### src/rtl/disp_pkg.sv
// Shared types and constants for the display channel scheduler and its
// binary-to-BCD engine.
package disp_pkg;

  localparam int BCD_DIGITS = 3;
  localparam int VAL_W      = 8;

  typedef logic [3:0] digit_t;

  typedef enum logic [1:0] {
    SELECT,
    CONVERT,
    PUBLISH,
    DWELL
  } state_t;

  // Double-dabble correction: a nibble of 5 or more would overflow past 9
  // after the next shift, so pre-add 3 to carry it into the next digit.
  function automatic digit_t add3_if_ge5(input digit_t d);
    return (d >= 4'd5) ? digit_t'(d + 4'd3) : d;
  endfunction

endpackage

### src/rtl/bin2bcd_seq.sv
// Iterative shift-add-3 converter: one start pulse loads an 8-bit value,
// the result sits on dout from the cycle after done until the next start.
module bin2bcd_seq
  import disp_pkg::*;
(
  input  logic                    clk,
  input  logic                    rst_n,
  input  logic                    start,
  input  logic [VAL_W-1:0]        din,
  output logic                    done,
  output logic [4*BCD_DIGITS-1:0] dout
);

  localparam int ITER_W = $clog2(VAL_W);
  localparam logic [ITER_W-1:0] ITER_LAST = ITER_W'(VAL_W - 1);

  logic                    running;
  logic [ITER_W-1:0]       iter;
  logic [VAL_W-1:0]        bin_sr;
  logic [4*BCD_DIGITS-1:0] bcd_acc;
  logic [4*BCD_DIGITS-1:0] bcd_adj;

  // Apply the add-3 correction to every digit before the shift.
  always_comb begin
    bcd_adj = bcd_acc;
    for (int d = 0; d < BCD_DIGITS; d++) begin
      bcd_adj[4*d +: 4] = add3_if_ge5(bcd_acc[4*d +: 4]);
    end
  end

  // Iteration control: exactly VAL_W shift steps after each start.
  always_ff @(posedge clk or negedge rst_n) begin
    if (!rst_n) begin
      running <= 1'b0;
      iter    <= '0;
    end else if (start) begin
      running <= 1'b1;
      iter    <= '0;
    end else if (running) begin
      iter <= iter + 1'b1;
      if (iter == ITER_LAST) running <= 1'b0;
    end
  end

  // Datapath: load on start, then shift {bcd, bin} left one bit per step.
  always_ff @(posedge clk) begin
    if (start) begin
      bin_sr  <= din;
      bcd_acc <= '0;
    end else if (running) begin
      bcd_acc <= {bcd_adj[4*BCD_DIGITS-2:0], bin_sr[VAL_W-1]};
      bin_sr  <= {bin_sr[VAL_W-2:0], 1'b0};
    end
  end

  assign done = running && (iter == ITER_LAST);
  assign dout = bcd_acc;

endmodule

### src/rtl/display_channel_scheduler.sv
// Time-shares one three-digit readout between N_CH telemetry channels:
// round-robin selection over valid channels, sequential BCD conversion,
// publish, then hold the digits for a dwell period.
module display_channel_scheduler
  import disp_pkg::*;
#(
  parameter  int N_CH         = 3,
  parameter  int DWELL_CYCLES = 50_000_000,
  localparam int CH_W         = (N_CH > 1) ? $clog2(N_CH) : 1
) (
  input  logic                  clk,
  input  logic                  rst_n,
  input  logic [VAL_W*N_CH-1:0] ch_val,
  input  logic [N_CH-1:0]       ch_valid,
  input  logic                  hold,
  input  logic                  force_sel,
  input  logic [CH_W-1:0]       force_ch,
  output logic [3:0]            bcd_ones,
  output logic [3:0]            bcd_tens,
  output logic [3:0]            bcd_hund,
  output logic [CH_W-1:0]       ch_id,
  output logic                  disp_valid,
  output logic                  update,
  output logic                  busy
);

  localparam int DW_W = $clog2(DWELL_CYCLES);
  localparam logic [DW_W-1:0] DW_LAST = DW_W'(DWELL_CYCLES - 1);

  state_t                  state;
  logic [CH_W-1:0]         rr_ptr;
  logic [CH_W-1:0]         pend_ch;
  logic [DW_W-1:0]         dwell_cnt;
  logic                    force_q;

  logic [CH_W-1:0]         force_eff;
  logic [CH_W-1:0]         scan_idx;
  logic [CH_W-1:0]         pick_ch;
  logic                    pick_ok;
  logic [VAL_W-1:0]        sel_val;
  logic                    conv_start;
  logic                    conv_done;
  logic [4*BCD_DIGITS-1:0] conv_bcd;
  logic                    force_abort;

  // Choose the next channel: forced channel wins, otherwise the first valid
  // channel after the round-robin pointer. Out-of-range force maps to 0.
  always_comb begin
    force_eff = (int'(force_ch) < N_CH) ? force_ch : '0;
    pick_ok   = 1'b0;
    pick_ch   = '0;
    scan_idx  = '0;
    if (force_sel) begin
      pick_ok = 1'b1;
      pick_ch = force_eff;
    end else begin
      for (int i = 1; i <= N_CH; i++) begin
        scan_idx = CH_W'((int'(rr_ptr) + i) % N_CH);
        if (!pick_ok && ch_valid[scan_idx]) begin
          pick_ok = 1'b1;
          pick_ch = scan_idx;
        end
      end
    end
  end

  assign sel_val    = ch_val[int'(pick_ch)*VAL_W +: VAL_W];
  assign conv_start = (state == SELECT) && pick_ok;

  // Leave DWELL early when a different channel is forced, or when forcing
  // is released so rotation resumes straight away.
  assign force_abort = (force_sel && (force_eff != ch_id)) || (force_q && !force_sel);

  bin2bcd_seq u_bin2bcd (
    .clk   (clk),
    .rst_n (rst_n),
    .start (conv_start),
    .din   (sel_val),
    .done  (conv_done),
    .dout  (conv_bcd)
  );

  // Scheduler FSM with registered outputs; update is raised on entry to
  // PUBLISH and the digits themselves are registered during PUBLISH.
  always_ff @(posedge clk or negedge rst_n) begin
    if (!rst_n) begin
      state      <= SELECT;
      rr_ptr     <= CH_W'(N_CH - 1);
      pend_ch    <= '0;
      dwell_cnt  <= '0;
      force_q    <= 1'b0;
      bcd_ones   <= '0;
      bcd_tens   <= '0;
      bcd_hund   <= '0;
      ch_id      <= '0;
      disp_valid <= 1'b0;
      update     <= 1'b0;
      busy       <= 1'b0;
    end else begin
      force_q <= force_sel;
      update  <= 1'b0;
      case (state)
        SELECT: begin
          if (pick_ok) begin
            pend_ch <= pick_ch;
            if (!force_sel) rr_ptr <= pick_ch;
            busy  <= 1'b1;
            state <= CONVERT;
          end
        end
        CONVERT: begin
          if (conv_done) begin
            update <= 1'b1;
            state  <= PUBLISH;
          end
        end
        PUBLISH: begin
          bcd_ones   <= conv_bcd[0 +: 4];
          bcd_tens   <= conv_bcd[4 +: 4];
          bcd_hund   <= conv_bcd[8 +: 4];
          ch_id      <= pend_ch;
          disp_valid <= 1'b1;
          dwell_cnt  <= '0;
          busy       <= 1'b0;
          state      <= DWELL;
        end
        DWELL: begin
          if (force_abort) begin
            state <= SELECT;
          end else if (!hold) begin
            if (dwell_cnt == DW_LAST) state <= SELECT;
            else dwell_cnt <= dwell_cnt + 1'b1;
          end
        end
        default: state <= SELECT;
      endcase
    end
  end

endmodule

### config.mk
export PLATFORM = sky130hd
export DESIGN_NAME = display_channel_scheduler
export DESIGN_NICKNAME = d
export VERILOG_FILES = /design/src/rtl/disp_pkg.sv /design/src/rtl/bin2bcd_seq.sv /design/src/rtl/display_channel_scheduler.sv
export SDC_FILE = /design/constraint.sdc
export NUM_CORES = 1
export LEC_CHECK = 0
export ABC_AREA = 1
export CELL_PAD_IN_SITES_DETAIL_PLACEMENT = 1
export CELL_PAD_IN_SITES_GLOBAL_PLACEMENT = 1
export CORE_MARGIN = 5
export CORE_UTILIZATION = 41
export CTS_BUF_LIST = sky130_fd_sc_hd__clkbuf_4 sky130_fd_sc_hd__clkbuf_8 sky130_fd_sc_hd__clkbuf_16
export CTS_CLUSTER_SIZE = 10
export DETAILED_ROUTE_END_ITERATION = 7
export PLACE_DENSITY_LB_ADDON = 0.25
export SYNTH_ARGS = -nofsm -noshare
export SYNTH_HDL_FRONTEND = slang
export SYNTH_HIERARCHICAL = 1
export SYNTH_SLANG_ARGS = --single-unit
### constraint.sdc
create_clock -name clk -period 3 [get_ports clk]
set_clock_uncertainty 0.05 [all_clocks]
set_input_delay 0.6 -clock clk [delete_from_list [all_inputs] [get_ports clk]]
set_output_delay 0.6 -clock clk [all_outputs]
set_load 0.05 [all_outputs]
-- Yosys cells after proc, flatten, opt, wreduce, memory -nomap -nowiden
Index checks and enable logic that the tools add are counted.
- RAM bits: 0
- latch bits: 0
- memories kept: 0
- bits in registers: 74
- bits in read-only memories: 0
- input port bits: 33
- add/sub/neg operators: 8
- reduce and logical (&&, ||, !) cells: 19
- $lt $le $gt $ge: 7
- bitwise logic cells: 1
- equality and inequality tests: 13
- muxes and demuxes: 41
- shift operators: 1
- multiply operators: 0
- divide/modulo/power cells: 3
- operators with widths (cell ; count):
    $mod 32x3->32 const B ; 3
    $mux 26 ; 3
    $pmux 26 s2 ; 1
    $add 26x1->26 const B ; 1
    $eq 26x26->1 const B ; 1
    $shiftx 24x6->8 ; 1
    $mux 2 ; 10
    $mux 8 ; 2
    $mux 1 ; 15
    $ge 4x3->1 const B ; 3
    $ne 2x2->1 const B ; 5
    $lt 2x3->1 const B ; 3
    $mux 3 ; 3
    $add 4x2->4 const B ; 2
    $mux 4 ; 2
    $pmux 2 s4 ; 1
    $reduce_and 4->1 ; 2
    $add 2x2->3 const B ; 2
    $bmux 1 s2 ; 3
    $logic_and 1x1->1 ; 6
    $ne 3x3->1 const B ; 2
    $reduce_bool 2->1 ; 3
    $eq 2x2->1 const B ; 2
    $reduce_and 2->1 ; 2
    13 further kinds ; 15

-- Longest topological paths before layout
- depth after elaboration: 16
- mapped depth: 17
- mapped depth without buffers: 17

-- By module
Netlist, hierarchy kept.
- by module, submodules not included (module ; instances ; cells an instance ; area an instance (um^2) ; sequential area each (um^2)):
    display_channel_scheduler ; 1 ; 507 ; 3450.8 ; 1252.5
    bin2bcd_seq ; 1 ; 150 ; 1196.1 ; 580.6

-- Worst setup path before layout
Ideal clock, no wire load.
- kind: register to register
- from: register rr_ptr[1]
- to: register u_bin2bcd.bin_sr[1] (data pin)
- cell stages (with the launch flop): 14
- required time: 2698 ps
- period minus slack after synthesis: 2217 ps
- slack: 783 ps
- arrival: 1915 ps
- path through: dfstp_2 ha_1 o21ai_0 nand2_2 nand2_1 nand2_1 nand2_1 nand3_2 nand2_1 nand2_1 nand3_1 nand2_1 nand2_1 nand2_1
- longest elaborated chain between the ends: 16
- elaborated cells between the ends (all ways): 29
- those cells by class: add/sub: 3; div: 3; shift: 1; mux: 17; reduce/logical: 5
- RTL lines (what ; RTL line ; text):
    start: declaration ; display_channel_scheduler.sv:31 ; logic [CH_W-1:0] rr_ptr;
    start signal: assignment ; display_channel_scheduler.sv:88 ; rr_ptr <= CH_W'(N_CH - 1);
    start signal: assignment ; display_channel_scheduler.sv:106 ; if (!force_sel) rr_ptr <= pick_ch;
    $add 2x1->3 ; display_channel_scheduler.sv:58 ; scan_idx = CH_W'((int'(rr_ptr) + i) % N_CH);
    $mod 32x3->32 ; display_channel_scheduler.sv:58 ;
    $bmux 1 s2 ; display_channel_scheduler.sv:59 ; if (!pick_ok && ch_valid[scan_idx]) begin
    $mux 1 (not written as such) ; display_channel_scheduler.sv:59 ;
    $mux 1 ; display_channel_scheduler.sv:59 ;
    $mux 1 ; display_channel_scheduler.sv:53 ; if (force_sel) begin
    $logic_not 1->1 ; display_channel_scheduler.sv:59 ;
    $logic_and 1x1->1 ; display_channel_scheduler.sv:59 ;
    $mux 1 ; display_channel_scheduler.sv:59 ;
    $mux 1 ; display_channel_scheduler.sv:53 ;
    $logic_not 1->1 ; display_channel_scheduler.sv:59 ;
    $logic_and 1x1->1 ; display_channel_scheduler.sv:59 ;
    $mux 2 * ; display_channel_scheduler.sv:59 ;
    $mux 2 * ; display_channel_scheduler.sv:53 ;
    $shiftx 24x6->8 * ; display_channel_scheduler.sv:67 ; assign sel_val = ch_val[int'(pick_ch)*VAL_W +: VAL_W];
    named net sel_val[1] ; display_channel_scheduler.sv:40 ; logic [VAL_W-1:0] sel_val;
    $mux 8 * ; bin2bcd_seq.sv:47 ; if (start) begin
    end signal: assignment ; bin2bcd_seq.sv:48 ; bin_sr <= din;
    end signal: assignment ; bin2bcd_seq.sv:52 ; bin_sr <= {bin_sr[VAL_W-2:0], 1'b0};
    end: declaration ; bin2bcd_seq.sv:19 ; logic [VAL_W-1:0] bin_sr;
The timed path passes the listed nets; every way through them passes the cells marked *. The select of a mux whose other input is x is not followed.
A chain may end at the register's enable or synchronous reset.

-- Worst setup path after layout
- from: register rr_ptr[0]
- to: register u_bin2bcd.bin_sr[3] (data pin)
The elaborated chain is that of the path after synthesis.

==> impl_metrics.ini <==
[outcome]
run_status = completed

[clock_network]
insertion_delay_ns = 0.35
cts_hold_buffers = 0
cts-root-buf = clkbuf_16
h-tree-depth = 3
cts_tree = yes
cts_repair_resize_count = 0
cts_max_path_buffers = 2
numCtsBuffers = 9
post_cts_buffers = 0
clock_sinks = 74
clk_pin_slew_worst_paths_ns = 0.06

[sta]
rsz0062_at_grt = no
maxSlewHeadroom_pct = 64.1
fmax_mhz = 386
hold_viol = 0
tns_ns = 0
min_period_ns = 2.59
drv_slew = 0
setup_violations = 0
period_share_pct = 86.4
worstMarginPinSlew_ns = 0.536

[floorplanning]
core_um2 = 11000
start_util_pct = 42.3
die_h_um = 116
dieWidth_um = 116
rows = 38
die_area_um2 = 13600
io_pins = 50

[final_layout]
area_growth_syn_to_layout_pct = 20.6
fillerInstances = 1410
drive_above_1_share_pct = 8.91
diodes = 0
fin_nets = 763

[critical_path]
required_ns = 3.05
cp.depth = 16
slowest_stage = dfrtp_1
cp_max_fo = 9
setup.worst_path.end_class = flop
crit_chain = inv_1, ha_1, inv_2, nand2_1, nand3_1, nand2_2, nand2_1, nand2_1, nand2_1, nand3_2, nand2_1, nand2_1, nand3_1, nand2_1, nand2_1, nand2_1
crit_buf_inv = 2
rr_worst_depth = 16
cp_common_cell = nand2_1
critPathTopFamily = simple AND/OR/NAND/NOR gates
cp-start-kind = flop
cp_data_arrival_time_ns = 2.65
crit_type = flop to flop
max_stage_delay_ns = 0.40

[synthesis]
postSynthAreaPerCell_um2 = 7.07
yosysWarnings = 6
seq_area_frac_synth_pct = 39.4
ys_ff_latch = 74
synth_nets = 707
synth_cell_types = 37
netlist_area_um2 = 4650
netlist_instances = 657

[detailed_routing]
drt_first_pass_iters = 4
drtIter0Drc = 156
routed_wl_um = 13500
drc = 0
avgViaCountPerCell = 5.10
routedWlPerCell_um = 15.8
ant_nets = 0
vias = 4374

[power]
total_power_mw = 4.95
vdd_drop_max_mv = 0.441
p_leak_nw = 2.72
p_per_area_nw_per_um2 = 883

[run]
maxCapViolations = 0

[grt]
grtUsageTotal_pct = 21.7
grt.busiest_layer = met2
grtUsageMet3_pct = 4.97
grt_pass1_vias = 4874
grt_max_degree = 32
antenna_found_initial = 0
gr-usage-met1_pct = 24.0
gr-usage-met2_pct = 40.7
overflow = 0
grt_pass1_wl_um = 23000

[place]
port_buffers = 49
place_hpwl_um = 10500
gp_routability_congestion = 0.906

[worst_hold_path]
min_path_type = input port to async pin
-- through the flow --
stage                     utilization, %  area, um^2  cells  hold WS, ns  worst slack (ns)
after floorplan                        -        4650    657        0.254             0.783
after global placement              48.3        5310    842        0.401             0.317
after detailed placement            48.3        5310    842        0.400             0.130
after CTS                           51.0        5600    858        0.219             0.390
after global routing                51.0        5600    858        0.233             0.113
final                               51.0        5600    858        0.206             0.407
-- worst paths after layout --
path | startpoint | endpoint | slack, ns
worst max-delay path | rr_ptr[0] | u_bin2bcd/bin_sr[3] | 0.41
worst min-delay path | rst_n | dwell_cnt[20] | 0.21
worst max register to register | rr_ptr[0] | u_bin2bcd/bin_sr[3] | 0.41
worst min register to register | u_bin2bcd/bin_sr[7] | u_bin2bcd/dout[0] | 0.41
max in group asynchronous | rst_n | bcd_ones[0] | 2.36
min in group clk | u_bin2bcd/bin_sr[7] | u_bin2bcd/dout[0] | 0.41
-- placed cells by master (no fill, tap or decap), drive strengths merged --
cell type and n:
nor3 13, a22o 2, clkdlybuf4s50 48, dfstp 1, nand2 241, clkinv 6, or2 1, xnor2 6
nor2 64, bufinv 1, nand4 8, buf 13, nand3 77, inv 82, nand3b 1, o21ai 33
clkinvlp 1, clkbuf 9, o22ai 1, o22a 1, ha 17, edfxtp 8, xor2 14, dfxtp 12
dfrtp 53, a21oi 4, nor3b 1
-- worst register-to-register path, cell delays in order (launching register included) --
cell     delay, ns
dfrtp_1       0.40
inv_1         0.08
ha_1          0.39
inv_2         0.12
nand2_1       0.06
nand3_1       0.09
nand2_2       0.11
nand2_1       0.11
nand2_1       0.06
nand2_1       0.07
nand3_2       0.16
nand2_1       0.29
nand2_1       0.10
nand3_1       0.10
nand2_1       0.06
nand2_1       0.07
nand2_1       0.05
-- area by class of cell --
class / count / area, um^2 / area share [%]
multi-input cells: 484 / 2400 / 42.8
flip-flops and latches: 74 / 1830 / 32.7
repair buffers: 61 / 588 / 10.5
inverters: 83 / 312 / 5.56
clock buffers: 9 / 225 / 4.02
well taps: 140 / 175 / 3.13
clock inverters: 7 / 70.1 / 1.25
-- state kept, by name (all words and copies together) (netlist names), 3 cells and up --
register / count
u_bin2bcd/iter: 3
dwell_cnt: 26
u_bin2bcd/bin_sr: 8
bcd_ones: 4
bcd_hund: 4
u_bin2bcd/dout: 12
bcd_tens: 4
-- cell families after synthesis --
group / after synthesis / synth area share [%]
flops: 74 / 39.4
fa+ha+maj: 17 / 4.58
compound gates: 41 / 5.79
xor+xnor: 20 / 3.77
simple gates: 406 / 37.5
buf+inv: 99 / 8.91
-- synthesized netlist by cell type (all sizes together) --
| master | n | area share [%] |
|---|---|---|
| a21oi | 4 | 0.43 |
| xor2 | 14 | 2.6 |
| clkbuf | 6 | 0.48 |
| inv | 82 | 6.6 |
| clkinv | 1 | 0.081 |
| buf | 10 | 1.7 |
| dfstp | 1 | 0.57 |
| ha | 17 | 4.6 |
| a22o | 2 | 0.38 |
| nand4 | 8 | 1.1 |
| nor3b | 1 | 0.16 |
| or2 | 1 | 0.13 |
| nor3 | 13 | 1.8 |
| o21ai | 33 | 4.5 |
| edfxtp | 8 | 5.2 |
| nand3 | 77 | 8.8 |
| nand2 | 241 | 20 |
| o22a | 1 | 0.19 |
| xnor2 | 6 | 1.1 |
| o22ai | 1 | 0.27 |
| dfrtp | 53 | 29 |
| nand3b | 1 | 0.16 |
| dfxtp | 12 | 5.2 |
| nor2 | 64 | 5.4 |
-- power breakdown --
group / internal [mW] / total [mW] / switching (mW)
Combinational: 0.763 / 2.35 / 1.59
Sequential: 1.30 / 1.51 / 0.205
Clock: 0.642 / 1.09 / 0.445
Total: 2.71 / 4.95 / 2.24
-- per-layer routing --
layer  wire length (um)  up-vias
met1               5580     2112
met3                425       19
met5                  0        -
li1                   -     2173
met2               7260       70
met4                281        0
(Power assumes the default switching activity.)
